[src/rtl/eth_pause_req_gen.sv]
// MAC flow-control sideband generator: link pause XOFF/XON with periodic XOFF refresh,
// plus per-priority PFC requests with a minimum hold time. Sideband = {pause_xoff, pause_xon, pfc_xoff[7:0]}.
module eth_pause_req_gen #(
    parameter int FILL_W         = 12,
    parameter int XOFF_THRESH    = 768,
    parameter int XON_THRESH     = 256,
    parameter int REFRESH_CYCLES = 4096,
    parameter int PFC_HOLD       = 64
) (
    input  logic              clk,
    input  logic              rst_n,
    input  logic              enable,
    input  logic [FILL_W-1:0] rx_fill,
    input  logic [7:0]        pfc_req,
    output logic [9:0]        sb_to_mac,
    output logic              xoff_active,
    output logic [15:0]       xoff_sent_cnt
);
    localparam int RC_W = $clog2(REFRESH_CYCLES);
    localparam int HC_W = $clog2(PFC_HOLD + 1);
    localparam logic [FILL_W-1:0] XOFF_LVL     = FILL_W'(XOFF_THRESH);
    localparam logic [FILL_W-1:0] XON_LVL      = FILL_W'(XON_THRESH);
    localparam logic [RC_W-1:0]   REFRESH_LOAD = RC_W'(REFRESH_CYCLES - 1);
    localparam logic [HC_W-1:0]   HOLD_LOAD    = HC_W'(PFC_HOLD - 1);

    if (XON_THRESH >= XOFF_THRESH) begin : g_bad_thresh
        $error("eth_pause_req_gen: XON_THRESH must be below XOFF_THRESH");
    end
    if (REFRESH_CYCLES < 2) begin : g_bad_refresh
        $error("eth_pause_req_gen: REFRESH_CYCLES must be at least 2");
    end
    if (PFC_HOLD < 1) begin : g_bad_hold
        $error("eth_pause_req_gen: PFC_HOLD must be at least 1");
    end

    typedef enum logic [1:0] {IDLE, SEND_XOFF, PAUSED, SEND_XON} state_e;

    state_e             state_q, state_d;
    logic [RC_W-1:0]    refresh_q, refresh_d;
    logic [15:0]        sent_q, sent_d;
    logic               pause_xoff_q, pause_xoff_d;
    logic               pause_xon_q, pause_xon_d;
    logic               xoff_active_q, xoff_active_d;
    logic [7:0]         pfc_xoff_q, pfc_xoff_d;
    logic [7:0]         req_q;
    logic [7:0][HC_W-1:0] hc_q, hc_d;

    function automatic logic [15:0] sat_inc(input logic [15:0] v);
        return (v == 16'hFFFF) ? v : v + 16'd1;
    endfunction

    always_ff @(posedge clk or negedge rst_n) begin
        if (!rst_n) begin
            state_q       <= IDLE;
            refresh_q     <= '0;
            sent_q        <= '0;
            pause_xoff_q  <= 1'b0;
            pause_xon_q   <= 1'b0;
            xoff_active_q <= 1'b0;
        end else begin
            state_q       <= state_d;
            refresh_q     <= refresh_d;
            sent_q        <= sent_d;
            pause_xoff_q  <= pause_xoff_d;
            pause_xon_q   <= pause_xon_d;
            xoff_active_q <= xoff_active_d;
        end
    end

    // The refresh counter is loaded on entry to SEND_XOFF and counts down through
    // SEND_XOFF and PAUSED, so consecutive XOFF pulses are exactly REFRESH_CYCLES apart.
    always_comb begin
        state_d   = state_q;
        refresh_d = refresh_q;
        sent_d    = sent_q;
        case (state_q)
            IDLE: begin
                if (enable && (rx_fill >= XOFF_LVL)) state_d = SEND_XOFF;
            end
            SEND_XOFF: begin
                state_d   = PAUSED;
                refresh_d = refresh_q - 1'b1;
            end
            PAUSED: begin
                if (!enable || (rx_fill <= XON_LVL)) state_d = SEND_XON;
                else if (refresh_q == '0)            state_d = SEND_XOFF;
                else                                 refresh_d = refresh_q - 1'b1;
            end
            SEND_XON: state_d = IDLE;
            default:  state_d = IDLE;
        endcase
        if (state_d == SEND_XOFF) begin
            refresh_d = REFRESH_LOAD;
            sent_d    = sat_inc(sent_q);
        end
        if (state_d == SEND_XON) refresh_d = '0;
    end

    always_comb begin
        pause_xoff_d  = (state_d == SEND_XOFF);
        pause_xon_d   = (state_d == SEND_XON);
        xoff_active_d = (state_d == SEND_XOFF) || (state_d == PAUSED);
    end

    always_ff @(posedge clk or negedge rst_n) begin
        if (!rst_n) begin
            pfc_xoff_q <= '0;
            hc_q       <= '0;
            req_q      <= '0;
        end else begin
            pfc_xoff_q <= pfc_xoff_d;
            hc_q       <= hc_d;
            req_q      <= pfc_req;
        end
    end

    // A bit is set only by a fresh rising request; re-assertion during the hold does not reload it.
    always_comb begin
        pfc_xoff_d = pfc_xoff_q;
        hc_d       = hc_q;
        for (int i = 0; i < 8; i++) begin
            if (!enable) begin
                pfc_xoff_d[i] = 1'b0;
                hc_d[i]       = '0;
            end else if (!pfc_xoff_q[i]) begin
                if (pfc_req[i] && !req_q[i]) begin
                    pfc_xoff_d[i] = 1'b1;
                    hc_d[i]       = HOLD_LOAD;
                end
            end else if ((hc_q[i] == '0) && !pfc_req[i]) begin
                pfc_xoff_d[i] = 1'b0;
            end else if (hc_q[i] != '0) begin
                hc_d[i] = hc_q[i] - 1'b1;
            end
        end
    end

    assign sb_to_mac     = {pause_xoff_q, pause_xon_q, pfc_xoff_q};
    assign xoff_active   = xoff_active_q;
    assign xoff_sent_cnt = sent_q;

endmodule

[config.mk]
export PLATFORM = sky130hd
export DESIGN_NAME = eth_pause_req_gen
export DESIGN_NICKNAME = d
export VERILOG_FILES = /design/src/rtl/eth_pause_req_gen.sv
export SDC_FILE = /design/constraint.sdc
export NUM_CORES = 1
export LEC_CHECK = 0
export ABC_AREA = 1
export BUFFER_PORTS_ARGS = -buffer_cell sky130_fd_sc_hd__buf_4
export CAP_MARGIN = 10
export CORE_AREA = 2 2 104 106
export DETAILED_ROUTE_END_ITERATION = 6
export DIE_AREA = 0 0 106 108
export HOLD_SLACK_MARGIN = 0.05
export PLACE_DENSITY = 0.75
export SLEW_MARGIN = 5
export SYNTH_ARGS = -nofsm -noshare
export SYNTH_HDL_FRONTEND = slang
export SYNTH_SLANG_ARGS = --single-unit
[constraint.sdc]
create_clock -name clk -period 3.9 [get_ports clk]
set_clock_uncertainty 0.15 [all_clocks]
set_input_delay 0.975 -clock clk [delete_from_list [all_inputs] [get_ports clk]]
set_output_delay 0.975 -clock clk [all_outputs]
set_load 0.005 [all_outputs]
=== Yosys cells after proc, flatten, opt, wreduce, memory -nomap -nowiden ===
Cells that the tools add are included.

* Bits in registers: 105
* Input bits: 23
* Output and inout bits: 27
* Logic and storage cells: 208

* $add $sub $neg: 10
* Order comparisons: 2
* Eq/ne operators: 33
* Multiplexer cells: 81
* Bitwise operators: 1
* Reduce and logical (&&, ||, !) cells: 65

{| class="wikitable"
|+ Operator list
! operator !! number
|-
| 2-to-1 mux 7 bit || 40
|-
| logical NOT 7 bit || 8
|-
| nonzero test 7 bit || 8
|-
| subtractor 7 x 1 -> 7 bit (second input constant) || 8
|-
| 2-to-1 mux 12 bit || 4
|-
| 2-to-1 mux 1 bit || 32
|-
| AND reduction 3 bit || 9
|-
| != test 3 x 1 -> 1 bit (second input constant) || 8
|-
| != test 3 x 2 -> 1 bit (second input constant) || 8
|-
| != test 3 bit (second input constant) || 8
|-
| case mux 12 bit (2 select lines) || 1
|-
| logical AND 1 bit || 17
|-
| logical NOT 1 bit || 17
|-
| adder 16 x 1 -> 16 bit (second input constant) || 1
|-
| equality test 16 bit (second input constant) || 1
|-
| >= comparator 12 x 10 -> 1 bit (second input constant) || 1
|-
| less-or-equal comparator 12 x 9 -> 1 bit (second input constant) || 1
|-
| logical NOT 12 bit || 1
|-
| subtractor 12 x 1 -> 12 bit (second input constant) || 1
|-
| equality test 2 bit (second input constant) || 4
|-
| != test 4 bit (second input constant) || 2
|-
| case mux 2 bit (4 select lines) || 1
|-
| 2-to-1 mux 2 bit || 3
|-
| equality test 2 x 1 -> 1 bit (second input constant) || 2
|-
| other kinds (5) || 6
|}

=== Depth between registers and ports, before layout ===
Gate-level depths: netlist of the first run.

* Depth after elaboration: 7
* Mapped depth: 20
* Mapped depth without buffers: 19

=== Worst setup path before layout of the first run ===
Ideal clock, no wire load.

* Path type: input to register
* Start: in rx_fill[11]
* End: reg refresh_q[10]
* Library setup time: 0.116 ns
* Data arrival time: 2.604 ns
* Data required time: 3.634 ns
* Slack: 1.030 ns
* Stages: 14
* Buffers on the path: 1
* Cells stage by stage: or2_1 inv_1 a21oi_1 o21ai_1 nand2_1 ha_1 nor2_1 a21boi_1 inv_1 nand2_1 inv_1 buf_4 nand2_1 nand2_1

* Longest elaborated chain between the ends: 7
* Elaborated cells on any way between the ends: 15
* Those cells by class: order compare: 2; eq/ne: 4; mux: 5; reduce/logical: 4

{| class="wikitable"
|+ RTL lines
! element !! line !! source
|-
| start, declared || 13 || <nowiki>input logic [FILL_W-1:0] rx_fill,</nowiki>
|-
| less-or-equal comparator 12 x 9 -> 1 bit or >= comparator 12 x 10 -> 1 bit (tied branches) || 85, 78 ||
|-
| logical OR 1 bit or logical AND 1 bit (tied branches) || 85, 78 ||
|-
| 2-to-1 mux 2 bit (on tied branches) || 85, 78 ||
|-
| case mux 2 bit (4 select lines) (*) || 76 || <nowiki>case (state_q)</nowiki>
|-
| via state_d[0] || 38 || <nowiki>state_e state_q, state_d;</nowiki>
|-
| equality test 2 x 1 -> 1 bit (*) || -- ||
|-
| via pause_xoff_d || 41 || <nowiki>logic pause_xoff_q, pause_xoff_d;</nowiki>
|-
| != test 4 bit (no source line) (tied with other cells) || -- ||
|-
| AND reduction 3 bit (no source line) or 2-to-1 mux 12 bit (tied branches) || -- ||
|-
| end signal, assigned || 62 || <nowiki>refresh_q <= refresh_d;</nowiki>
|-
| end, declared || 39 || <nowiki>logic [RC_W-1:0] refresh_q, refresh_d;</nowiki>
|}

Mark *: on every way through the listed nets, which the timed path passes. The rest lies on a longest branch.
A chain may end at the register's enable or synchronous reset.

=== Final worst setup path of the first run ===
* Start: in rx_fill[4]
* End: reg refresh_q[8]

Same word-level chain as after synthesis.

==> results_dict.tcl, run 1 <==
set metrics [dict create \
    outcome "finished, final reports clean" \
    synth_ff_type "dfrtp_1" \
    start_kind "input port" \
    rows 37 \
    vias 4641 \
    die_x_um 106 \
    async_reset_ff_share_pct 100.0 \
    syn_avg_cell_area_um2 8.009 \
    synth.yosys.seq_area_share_pct 47.14 \
    drive_gt1_share_pct 12.47 \
    antenna_found_initial 0 \
    synth_top_family_by_area "simple AND/OR/NAND/NOR gates" \
    final-seq-area_um2 2628 \
    p_total_w 0.003558 \
    yosysWarnings 0 \
    grt_first_pass_wirelength_mm 19.26 \
    drc 0 \
    reg2reg_depth 16 \
    synth_edf_count 0 \
    arrival_ns 3.15 \
    die_y_um 108 \
    final.fill_count 901 \
    io_buffers 49 \
    start_util_pct 54.48 \
    drt_iter0_drc 273 \
    synthTopCellsByArea "dfrtp_1 47%, nand2_1 9.0%, inv_1 6.8%" \
    vias_per_cell 5.262 \
    end_kind "flip-flop" \
    crit_path_cell_trace "buf_4 > nor2_1 > nand2_1 > o21ai_0 > nand2_1 > nand2_1 > o21ai_2 > nand2_1 > ha_1 > nor2_1 > a21boi_1 > inv_1 > nand2_1 > inv_1 > nand2_1 > nand2_1" \
    totalWireLength_mm 11.28 \
    synth_top_area_share_pct 47.14 \
    p_leak_nw 3.219 \
    cts.sinks 105 \
    clock_latency_ns 0.37 \
    grt_pass1_vias 4455 \
    grt_max_degree 69 \
    synth_compound_area_share_pct 13.40 \
    area_growth_pct 12.21 \
    ys_ff_latch 105 \
    rsz0062_at_grt "false" \
    synthCells 696 \
    synthAdderAreaFrac_pct 3.367 \
    dp_hpwl_mm 8.095 \
    worst_pin_slew_ns 0.8600 \
    cts-root-buf "clkbuf_8" \
    power.density_nw_per_um2 568.8 \
    yosysMostFrequentCell "nand2_1" \
    maxSlewViolCount 0 \
    timing.rr.start "refresh_q[0]" \
    hold_violations 0 \
    track_usage_pct 20.49 \
    synth_cell_types 31 \
    path_max_fanout 13 \
    finalCritPeriodShare_pct 78.01 \
    finalCriticalPeriod_ns 3.042 \
    tritoncts "yes" \
    yosys.area_share.simple_pct 23.55 \
    synth_nets 734 \
    multi_input_area_um2 2466 \
    cts_buffers 9 \
    cts_max_level 3 \
    hp-class "flip-flop to flip-flop" \
    crit_path_max_incr_delay_ns 0.41 \
    die_area_um2 11450 \
    drv_cap 0 \
    finalSetupViolations 0 \
    r2r-end "refresh_q[8]" \
    synth_common_cells "133 x nand2_1, 105 x dfrtp_1, 101 x inv_1" \
    irDropWorstVdd_mv 0.5705 \
    ant_nets 0 \
    slowest_stage "o21ai_2" \
    place_congestion 0.8735 \
    clock_path_buffers 2 \
    path_class "input port to flip-flop" \
    overflow 0 \
    post_cts_resized 0 \
    cpMostUsedCell "nand2_1" \
    r2r_slack_ns 0.91 \
    syn_area_um2 5574 \
    muxShareOfSynthArea_pct 0 \
    tns_ns 0 \
    first_pass_iters 5 \
    yosysTopAreaCell "dfrtp_1" \
    core_area_um2 10230 \
    utilization_pct 61.13 \
    slew_headroom_pct 42.66 \
    crit_end "refresh_q[8]" \
    clkTransAtPathRegs_ns 0.10 \
    wl_per_cell_um 12.79 \
    diodes 0 \
    max_freq_ghz 0.3287 \
    ios 50 \
    ctsHoldBuffers 0 \
    fin_nets 779 \
    post-cts-setup-buffer-count 0 \
    worstPathRequired_ns 4.00 \
    crit_start "rx_fill[4]" \
    synthXorXnorAreaFrac_pct 3.928 \
]
-- power breakdown --
part / internal [W] / switching, W / total, W
clock network: 0.000301 / 0.000385 / 0.000686
registers: 0.00129 / 0.000177 / 0.00147
logic: 0.000540 / 0.000859 / 0.00140
-- critical path: cells and delay by family --
family                   cells  cell delay [ns]
adder cells (fa/ha/maj)      1             0.29
buffers and inverters        3             0.31
AND/OR/NAND/NOR              9             0.87
AO/OA/AOI/OAI                3             0.69
-- stage by stage --
| step | instances | instance area, µm² | hold WS, ns | setup WS [ns] |
|---|---|---|---|---|
| 3_3_place_gp | 866 | 6052 | 0.3152 | 0.6094 |
| 6_report | 882 | 6255 | 0.3414 | 0.8577 |
| 4_1_cts | 882 | 6255 | 0.3420 | 0.8830 |
| 5_1_grt | 882 | 6255 | 0.3666 | 0.5647 |
| 2_1_floorplan | 696 | 5574 | 0.2988 | 1.030 |
| 3_5_place_dp | 866 | 6052 | 0.3155 | 0.4922 |
-- cells by family (layout without fill, tap and decap cells) --
kind of cell	after synthesis	after routing
flip-flops	105	105
buffers and inverters	122	172
adder cells (fa/ha/maj)	15	15
AO/OA/AOI/OAI	126	126
AND/OR/NAND/NOR	303	303
XOR/XNOR	25	25
-- layout make-up --
cell class	instances	share of cell area [%]
Inverter	102	6.121
Timing Repair Buffer	54	6.481
Multi-Input combinational cell	469	39.43
Tap cell	136	2.721
Clock buffer	9	1.980
Clock inverter	7	1.260
Sequential cell	105	42.01
-- state kept, by name, summed over array words and instances (netlist names) --
name           count
hc_q              56
pause_xoff_q       1
pause_xon_q        1
pfc_xoff_q         8
refresh_q         12
req_q              8
state_q            2
xoff_active        1
xoff_sent_cnt     16
-- placed cells by master (no fill, tap or decap), types with 9 or more instances in the layout --
cell type  count
a21oi_1       25
buf_4         54
clkbuf_8       9
dfrtp_1      105
ha_1          15
inv_1        101
nand2_1      133
nand3_1       40
nor2_1        69
nor3_1        30
o211ai_1      24
o21ai_0       49
o21bai_1      16
or2_2         10
xor2_1        17
-- layer usage --
| layer | GRT usage [%] | part of all wire [%] | up-vias |
|---|---|---|---|
| li1 | - | - | 2333 |
| met1 | 26.05 | 47 | 2207 |
| met2 | 35.71 | 48 | 85 |
| met3 | 3.496 | 3.6 | 16 |
| met4 | 6.955 | 1.6 | 0 |
| met5 | 0 | 0 | - |
-- worst min path at each step --
stage,slack (ns),from,to,cells past startpoint
2_1_floorplan,0.30,refresh_q[1],refresh_q[1],2
3_3_place_gp,0.32,refresh_q[1],refresh_q[1],2
3_5_place_dp,0.32,refresh_q[1],refresh_q[1],2
4_1_cts,0.34,refresh_q[1],refresh_q[1],2
5_1_grt,0.37,refresh_q[0],refresh_q[0],2
6_report,0.34,refresh_q[1],refresh_q[1],2
Note: power is estimated with default switching activity, not from simulation.
==> inputs of run 2 (changes only) <==
--- a/config.mk
+++ b/config.mk
@@ -8,11 +8,11 @@
 export ABC_AREA = 1
 export BUFFER_PORTS_ARGS = -buffer_cell sky130_fd_sc_hd__buf_4
 export CAP_MARGIN = 10
-export CORE_AREA = 2 2 104 106
+export CORE_AREA = 2 2 105 107
 export DETAILED_ROUTE_END_ITERATION = 6
-export DIE_AREA = 0 0 106 108
+export DIE_AREA = 0 0 107 109
 export HOLD_SLACK_MARGIN = 0.05
-export PLACE_DENSITY = 0.75
+export PLACE_DENSITY = 0.76
 export SLEW_MARGIN = 5
 export SYNTH_ARGS = -nofsm -noshare
 export SYNTH_HDL_FRONTEND = slang
==> constraint.sdc (replaced) <==
create_clock -name clk -period 2.7 [get_ports clk]
set_clock_uncertainty 0.15 [all_clocks]
set_input_delay 0.675 -clock clk [delete_from_list [all_inputs] [get_ports clk]]
set_output_delay 0.675 -clock clk [all_outputs]
set_load 0.005 [all_outputs]
==> run 2 against run 1 <==
  * Critical path type is now flip-flop to flip-flop
  * Hold slack worse by 0.19 ns
  * Sequential power up 46%
  * Clock power up 52%
  * Highest routed layer unchanged
  * Global-route usage up 0.078 points
  * Cell area up 2.7%
  * The run now ends with DRC left
  * Count of clock-buffer cells in the layout up 4
==> results_dict.tcl, run 2 (synthesis gave the netlist of run 1 again) <==
set metrics [dict create \
    power.density_nw_per_um2 855.4 \
    drc 6 \
    finalCriticalPeriod_ns 2.526 \
    cpMostUsedCell "nand2_1" \
    drv_cap 0 \
    finalCritPeriodShare_pct 93.56 \
    outcome "finished, violations left" \
    end_kind "flip-flop" \
    grt_pass1_vias 4580 \
    start_util_pct 52.57 \
    layout_commonest_cell "nand2_1" \
    cts_buffers 9 \
    finalSetupViolations 0 \
    cts.sinks 105 \
    final.fill_count 925 \
    start_kind "flip-flop" \
    diodes 0 \
    wl_per_cell_um 12.79 \
    fin_ws_ns 0.1739 \
    io_buffers 49 \
    path_max_fanout 6 \
    dp_hpwl_mm 7.928 \
    busiest_layer "met2" \
    grt_use_met3_pct 5.320 \
    cts-root-buf "clkbuf_8" \
    crit_path_cell_trace "nor2_2 > nand2_1 > nor2_4 > nand2_2 > nand2_1 > nand3_1 > nand2_1 > nand2_1 > nand2_2 > inv_1 > ha_2 > nor2_2 > a21boi_2 > inv_2 > nand2_4 > clkinvlp_4 > nand2_1 > nand2_1" \
    die_x_um 107 \
    drt_iter0_drc 277 \
    worst_pin_slew_ns 0.5881 \
    irDropWorstVdd_mv 0.5750 \
    placed_cell_area_um2 6145 \
    r2r-end "refresh_q[10]" \
    reg2reg_depth 18 \
    track_usage_pct 20.57 \
    r2r_slack_ns 0.17 \
    ios 50 \
    timing.rr.start "refresh_q[5]" \
    totalWireLength_mm 11.50 \
    area_growth_pct 15.20 \
    largest_register "hc_q" \
    arrival_ns 2.66 \
    slew_headroom_pct 60.79 \
    die_area_um2 11660 \
    drive_gt1_share_pct 15.55 \
    rows 38 \
    vias 4812 \
    met1_usage_pct 24.73 \
    final_cell_mix "130 x nand2_1, 105 x dfrtp_1, 97 x inv_1, 65 x buf_4, 64 x nor2_1" \
    ant_nets 0 \
    grt_use_met2_pct 35.90 \
    dp_slack_ns -0.1925 \
    core_area_um2 10600 \
    largest_register_ff_count 56 \
    hold_violations 0 \
    tritoncts "yes" \
    violations "DRC" \
    max_freq_ghz 0.3959 \
    die_y_um 109 \
    place_congestion 0.9001 \
    path_class "flip-flop to flip-flop" \
    crit_path_max_incr_delay_ns 0.44 \
    clkTransAtPathRegs_ns 0.10 \
    clock_path_buffers 2 \
    antenna_found_initial 0 \
    grt_first_pass_wirelength_mm 19.31 \
    vias_per_cell 5.353 \
    first_pass_iters 7 \
    worstPathRequired_ns 2.83 \
    grt_max_degree 106 \
    cts_max_level 3 \
    overflow 0 \
    p_leak_nw 3.286 \
    fin_nets 792 \
    post-route-cell-area_um2 6421 \
    clock_latency_ns 0.38 \
    hp-class "input port to async pin" \
    slowest_stage "dfrtp_1" \
    maxSlewViolCount 0 \
]
[run 2: cell count changes in the layout (fill, tap and decap cells not counted), sizes merged]
| cell | change |
|---|---|
| clkbuf | +4 |
| inv | -2 |
| clkinv | -1 |
| buf | +12 |
| bufinv | +1 |
| clkinvlp | -1 |
[run 2: metal layers]
layer	vias to the layer above	share of wire [%]
li1	2361	-
met1	2315	44
met2	120	50
met3	16	5.0
met4	0	1.4
met5	-	0
[run 2: worst max-delay path: cells and delay by family (launching register included)]
| family | cells | cell delay, ns |
|---|---|---|
| buffers and inverters | 3 | 0.31 |
| AND/OR/NAND/NOR | 13 | 1.18 |
| adder cells (fa/ha/maj) | 1 | 0.18 |
| AO/OA/AOI/OAI | 1 | 0.17 |
| flip-flops | 1 | 0.44 |
[run 2: cell type report]
class | count | area (µm²) | share of cell area, %
Inverter | 102 | 386.6 | 6.021
Clock inverter | 3 | 65.06 | 1.013
Tap cell | 140 | 175.2 | 2.728
Timing Repair Buffer | 66 | 508.0 | 7.911
Clock buffer | 13 | 138.9 | 2.163
Multi-Input combinational cell | 469 | 2512 | 39.13
Sequential cell | 105 | 2628 | 40.92
Timing Repair inverter | 1 | 7.507 | 0.1169
[run 2: report_power, final]
part | total, W | switching (W) | internal (W)
sequential | 0.00214 | 0.000270 | 0.00187
clock | 0.00104 | 0.000514 | 0.000523
combinational | 0.00232 | 0.00138 | 0.000937
total | 0.00549 | 0.00216 | 0.00333
[run 2: worst max-delay path by stage]
stage                              to  cells past startpoint         start  slack (ns)
finish                  refresh_q[10]                     18  refresh_q[5]        0.17
global route             refresh_q[8]                     18  refresh_q[5]       -0.04
CTS                 xoff_sent_cnt[15]                     18  refresh_q[0]        0.03
detailed placement  xoff_sent_cnt[15]                     16    rx_fill[4]       -0.19
global placement    xoff_sent_cnt[14]                     16    rx_fill[0]       -0.05
floorplan               refresh_q[10]                     14   rx_fill[11]        0.13
[run 2: timing repair]
action | in CTS | in global routing
endpoints found under the setup margin | 0 | 17
resized for setup | 0 | 19
hold buffers | 0 | 0
buffers inserted | 0 | 2
[run 2: stage by stage]
stage | TNS [ns] | hold slack, ns | util, % | std cells | power [W]
3_5_place_dp | -0.9187 | 0.3149 | 57.95 | 880 | 0.004282
4_1_cts | 0 | 0.2152 | 59.88 | 896 | 0.005340
3_3_place_gp | -0.05203 | 0.3125 | 57.95 | 880 | 0.004163
2_1_floorplan | 0 | 0.2294 | - | 696 | 0.003686
5_1_grt | -0.1811 | 0.2462 | 60.56 | 899 | 0.005954
6_report | 0 | 0.1525 | 60.56 | 899 | 0.005493
==> inputs of run 3 (changes only) <==
--- a/config.mk
+++ b/config.mk
@@ -8,11 +8,12 @@
 export ABC_AREA = 1
 export BUFFER_PORTS_ARGS = -buffer_cell sky130_fd_sc_hd__buf_4
 export CAP_MARGIN = 10
-export CORE_AREA = 2 2 105 107
+export CORE_AREA = 2 2 104 106
+export CTS_BUF_LIST = sky130_fd_sc_hd__clkbuf_4
 export DETAILED_ROUTE_END_ITERATION = 6
-export DIE_AREA = 0 0 107 109
+export DIE_AREA = 0 0 106 108
 export HOLD_SLACK_MARGIN = 0.05
-export PLACE_DENSITY = 0.76
+export PLACE_DENSITY = 0.77
 export SLEW_MARGIN = 5
 export SYNTH_ARGS = -nofsm -noshare
 export SYNTH_HDL_FRONTEND = slang
==> constraint.sdc (replaced) <==
create_clock -name clk -period 2 [get_ports clk]
set_clock_uncertainty 0.15 [all_clocks]
set_input_delay 0.5 -clock clk [delete_from_list [all_inputs] [get_ports clk]]
set_output_delay 0.5 -clock clk [all_outputs]
set_load 0.005 [all_outputs]
==> run 3 against run 2 <==
  * The flow finishes with violations (setup timing)
  * First-iteration DRC count grew 2.9%
  * Flip-flop and latch count unchanged
  * Non-clock buffer count is 46 higher
  * Via count up 4.6%
  * Sequential share of layout area down 3.8 points
  * Sequential power increased by 32%
  * Critical path depth grew 1
  * Wire length grew 9.1%
  * Setup slack lost 0.60 ns
  * Final cell count grew 4.7%
==> results_dict.tcl, run 3 (synthesis gave the netlist of run 1 again) <==
set metrics [dict create \
    antenna_found_initial 1 \
    start_kind "flip-flop" \
    track_usage_pct 22.77 \
    die_area_um2 11450 \
    max_freq_ghz 0.4116 \
    grt_first_pass_wirelength_mm 21.34 \
    fin_nets 837 \
    violations "setup timing" \
    cts-root-buf "clkbuf_4" \
    drt_iter0_drc 285 \
    finalCriticalPeriod_ns 2.429 \
    vias_per_cell 5.348 \
    irDropWorstVdd_mv 0.9188 \
    clock_path_buffers 2 \
    worstPathRequired_ns 2.27 \
    placedCellCount 904 \
    pwr-share-seq_pct 32.9 \
    clkTransAtPathRegs_ns 0.16 \
    p_switching_w 0.003455 \
    area_growth_pct 26.96 \
    worst_pin_slew_ns 0.5059 \
    drc 0 \
    rows 37 \
    path_class "flip-flop to flip-flop" \
    hp-class "input port to async pin" \
    finalSetupViolations 28 \
    power_frac_comb_pct 53.0 \
    cts_max_level 3 \
    largest_register "hc_q" \
    wl_per_cell_um 13.33 \
    fin_ws_ns -0.4294 \
    dp_slack_ns -0.5266 \
    p_clk_share_pct 14.1 \
    ant_nets 0 \
    largest_register_ff_count 56 \
    totalWireLength_mm 12.54 \
    reg2reg_depth 19 \
    p_int_w 0.005121 \
    r2r_slack_ns -0.43 \
    p_leak_nw 3.668 \
    outcome "finished, violations left" \
    first_pass_iters 5 \
    cts_buffers 9 \
    timing.rr.start "refresh_q[0]" \
    grt_pass1_vias 5096 \
    stdcell_count 941 \
    start_util_pct 54.48 \
    slew_headroom_pct 66.27 \
    place_congestion 0.8076 \
    grt_max_degree 48 \
    path_max_fanout 6 \
    die_y_um 108 \
    switching_share_pct 40.29 \
    ios 50 \
    dp_hpwl_mm 8.490 \
    overflow 0 \
    vias 5032 \
    final_cell_mix "108 x nand2_1, 105 x dfrtp_1, 95 x inv_1, 92 x buf_4, 61 x nor2_1" \
    layout_commonest_cell "nand2_1" \
    drv_cap 0 \
    core_area_um2 10230 \
    drive_gt1_share_pct 24.25 \
    end_kind "flip-flop" \
    arrival_ns 2.70 \
    rsz0062_at_grt "true" \
    die_x_um 106 \
    maxSlewViolCount 0 \
    cts.sinks 105 \
    io_buffers 49 \
    finalCritPeriodShare_pct 121.5 \
    power.density_nw_per_um2 1212 \
    clock_latency_ns 0.47 \
    hold_violations 0 \
    tritoncts "yes" \
    r2r-end "refresh_q[5]" \
]
[run 3: cell count changes in the layout (fill, tap and decap cells not counted), moves of 6 or more]
cell and change:
buf_4 +27, buf_6 +6, clkbuf_8 -9, nand2_4 +9, clkbuf_4 +10, nand2_2 +12
dlygate4sd3_1 +9, nand2_1 -22, nor2_4 +7
[run 3: layout make-up]
class	count	area, µm²
timing repair buffer	112	948.4
sequential	105	2628
antenna	1	2.502
clock buffer	10	75.07
fill	808	3154
tap	136	170.2
inverter	102	402.9
multi-input combinational	469	2768
clock inverter	6	82.58
[run 3: worst max-delay path by stage]
stage / startpoint / slack [ns] / to / cells past startpoint
floorplan: refresh_q[1] / -0.26 / refresh_q[1] / 20
global placement: rx_fill[6] / -0.37 / refresh_q[0] / 17
detailed placement: rx_fill[0] / -0.53 / refresh_q[11] / 17
CTS: refresh_q[1] / -0.36 / refresh_q[11] / 19
global route: refresh_q[0] / -0.58 / refresh_q[3] / 19
finish: refresh_q[0] / -0.43 / refresh_q[5] / 19
[run 3: worst max-delay path: stages, from the launching register on]
cell	delay (ns)
dfrtp_1	0.43
inv_2	0.09
ha_4	0.15
nand2_4	0.05
nor2_4	0.14
nand2_2	0.08
nand2_2	0.06
nand3_2	0.08
nand2_2	0.08
nand2_2	0.07
nand2_4	0.09
inv_4	0.05
ha_4	0.16
nor2_4	0.07
a21boi_2	0.17
inv_2	0.05
nand2_4	0.12
clkbuf_16	0.17
nand2_2	0.05
nand2_1	0.06
[run 3: metrics by stage]
| stage | hold slack (ns) | power (W) | setup TNS [ns] | util [%] | instance area [µm²] |
|---|---|---|---|---|---|
| global route | 0.3758 | 0.009229 | -12.77 | 69.17 | 7077 |
| floorplan | 0.05441 | 0.005194 | -3.687 | - | 5675 |
| finish | 0.3610 | 0.008576 | -8.906 | 69.17 | 7077 |
| detailed placement | 0.3375 | 0.006395 | -11.27 | 63.26 | 6472 |
| CTS | 0.3474 | 0.007915 | -7.243 | 67.15 | 6870 |
| global placement | 0.3371 | 0.006249 | -8.034 | 63.26 | 6472 |
[run 3: layer usage]
metal | part of all wire, % | wire (µm) | track usage [%] | vias to the layer above
met5 | 0 | 0 | 0 | -
met4 | 1.9 | 242 | 8.647 | 0
met3 | 3.0 | 378 | 3.074 | 24
met2 | 51 | 6415 | 40.51 | 113
met1 | 44 | 5509 | 28.40 | 2433
li1 | - | - | - | 2462
[run 3: power by group through the flow]
stage / Combinational [W] / Sequential [W] / Clock [W]
final: 0.00454 / 0.00282 / 0.00121
after global placement: 0.00342 / 0.00283 / 0
after CTS: 0.00386 / 0.00281 / 0.00125
after detailed placement: 0.00355 / 0.00285 / 0
after floorplan: 0.00238 / 0.00282 / 0
after global routing: 0.00503 / 0.00287 / 0.00132
[run 3: timing repair]
| action | CTS | global route |
|---|---|---|
| buffers inserted | 7 | 7 |
| endpoints found under the hold margin | 38 | 0 |
| pin swaps | 7 | 22 |
| cloned | 0 | 1 |
| resized for setup | 27 | 41 |
| endpoints found under the setup margin | 28 | 28 |
| hold buffers | 9 | 0 |
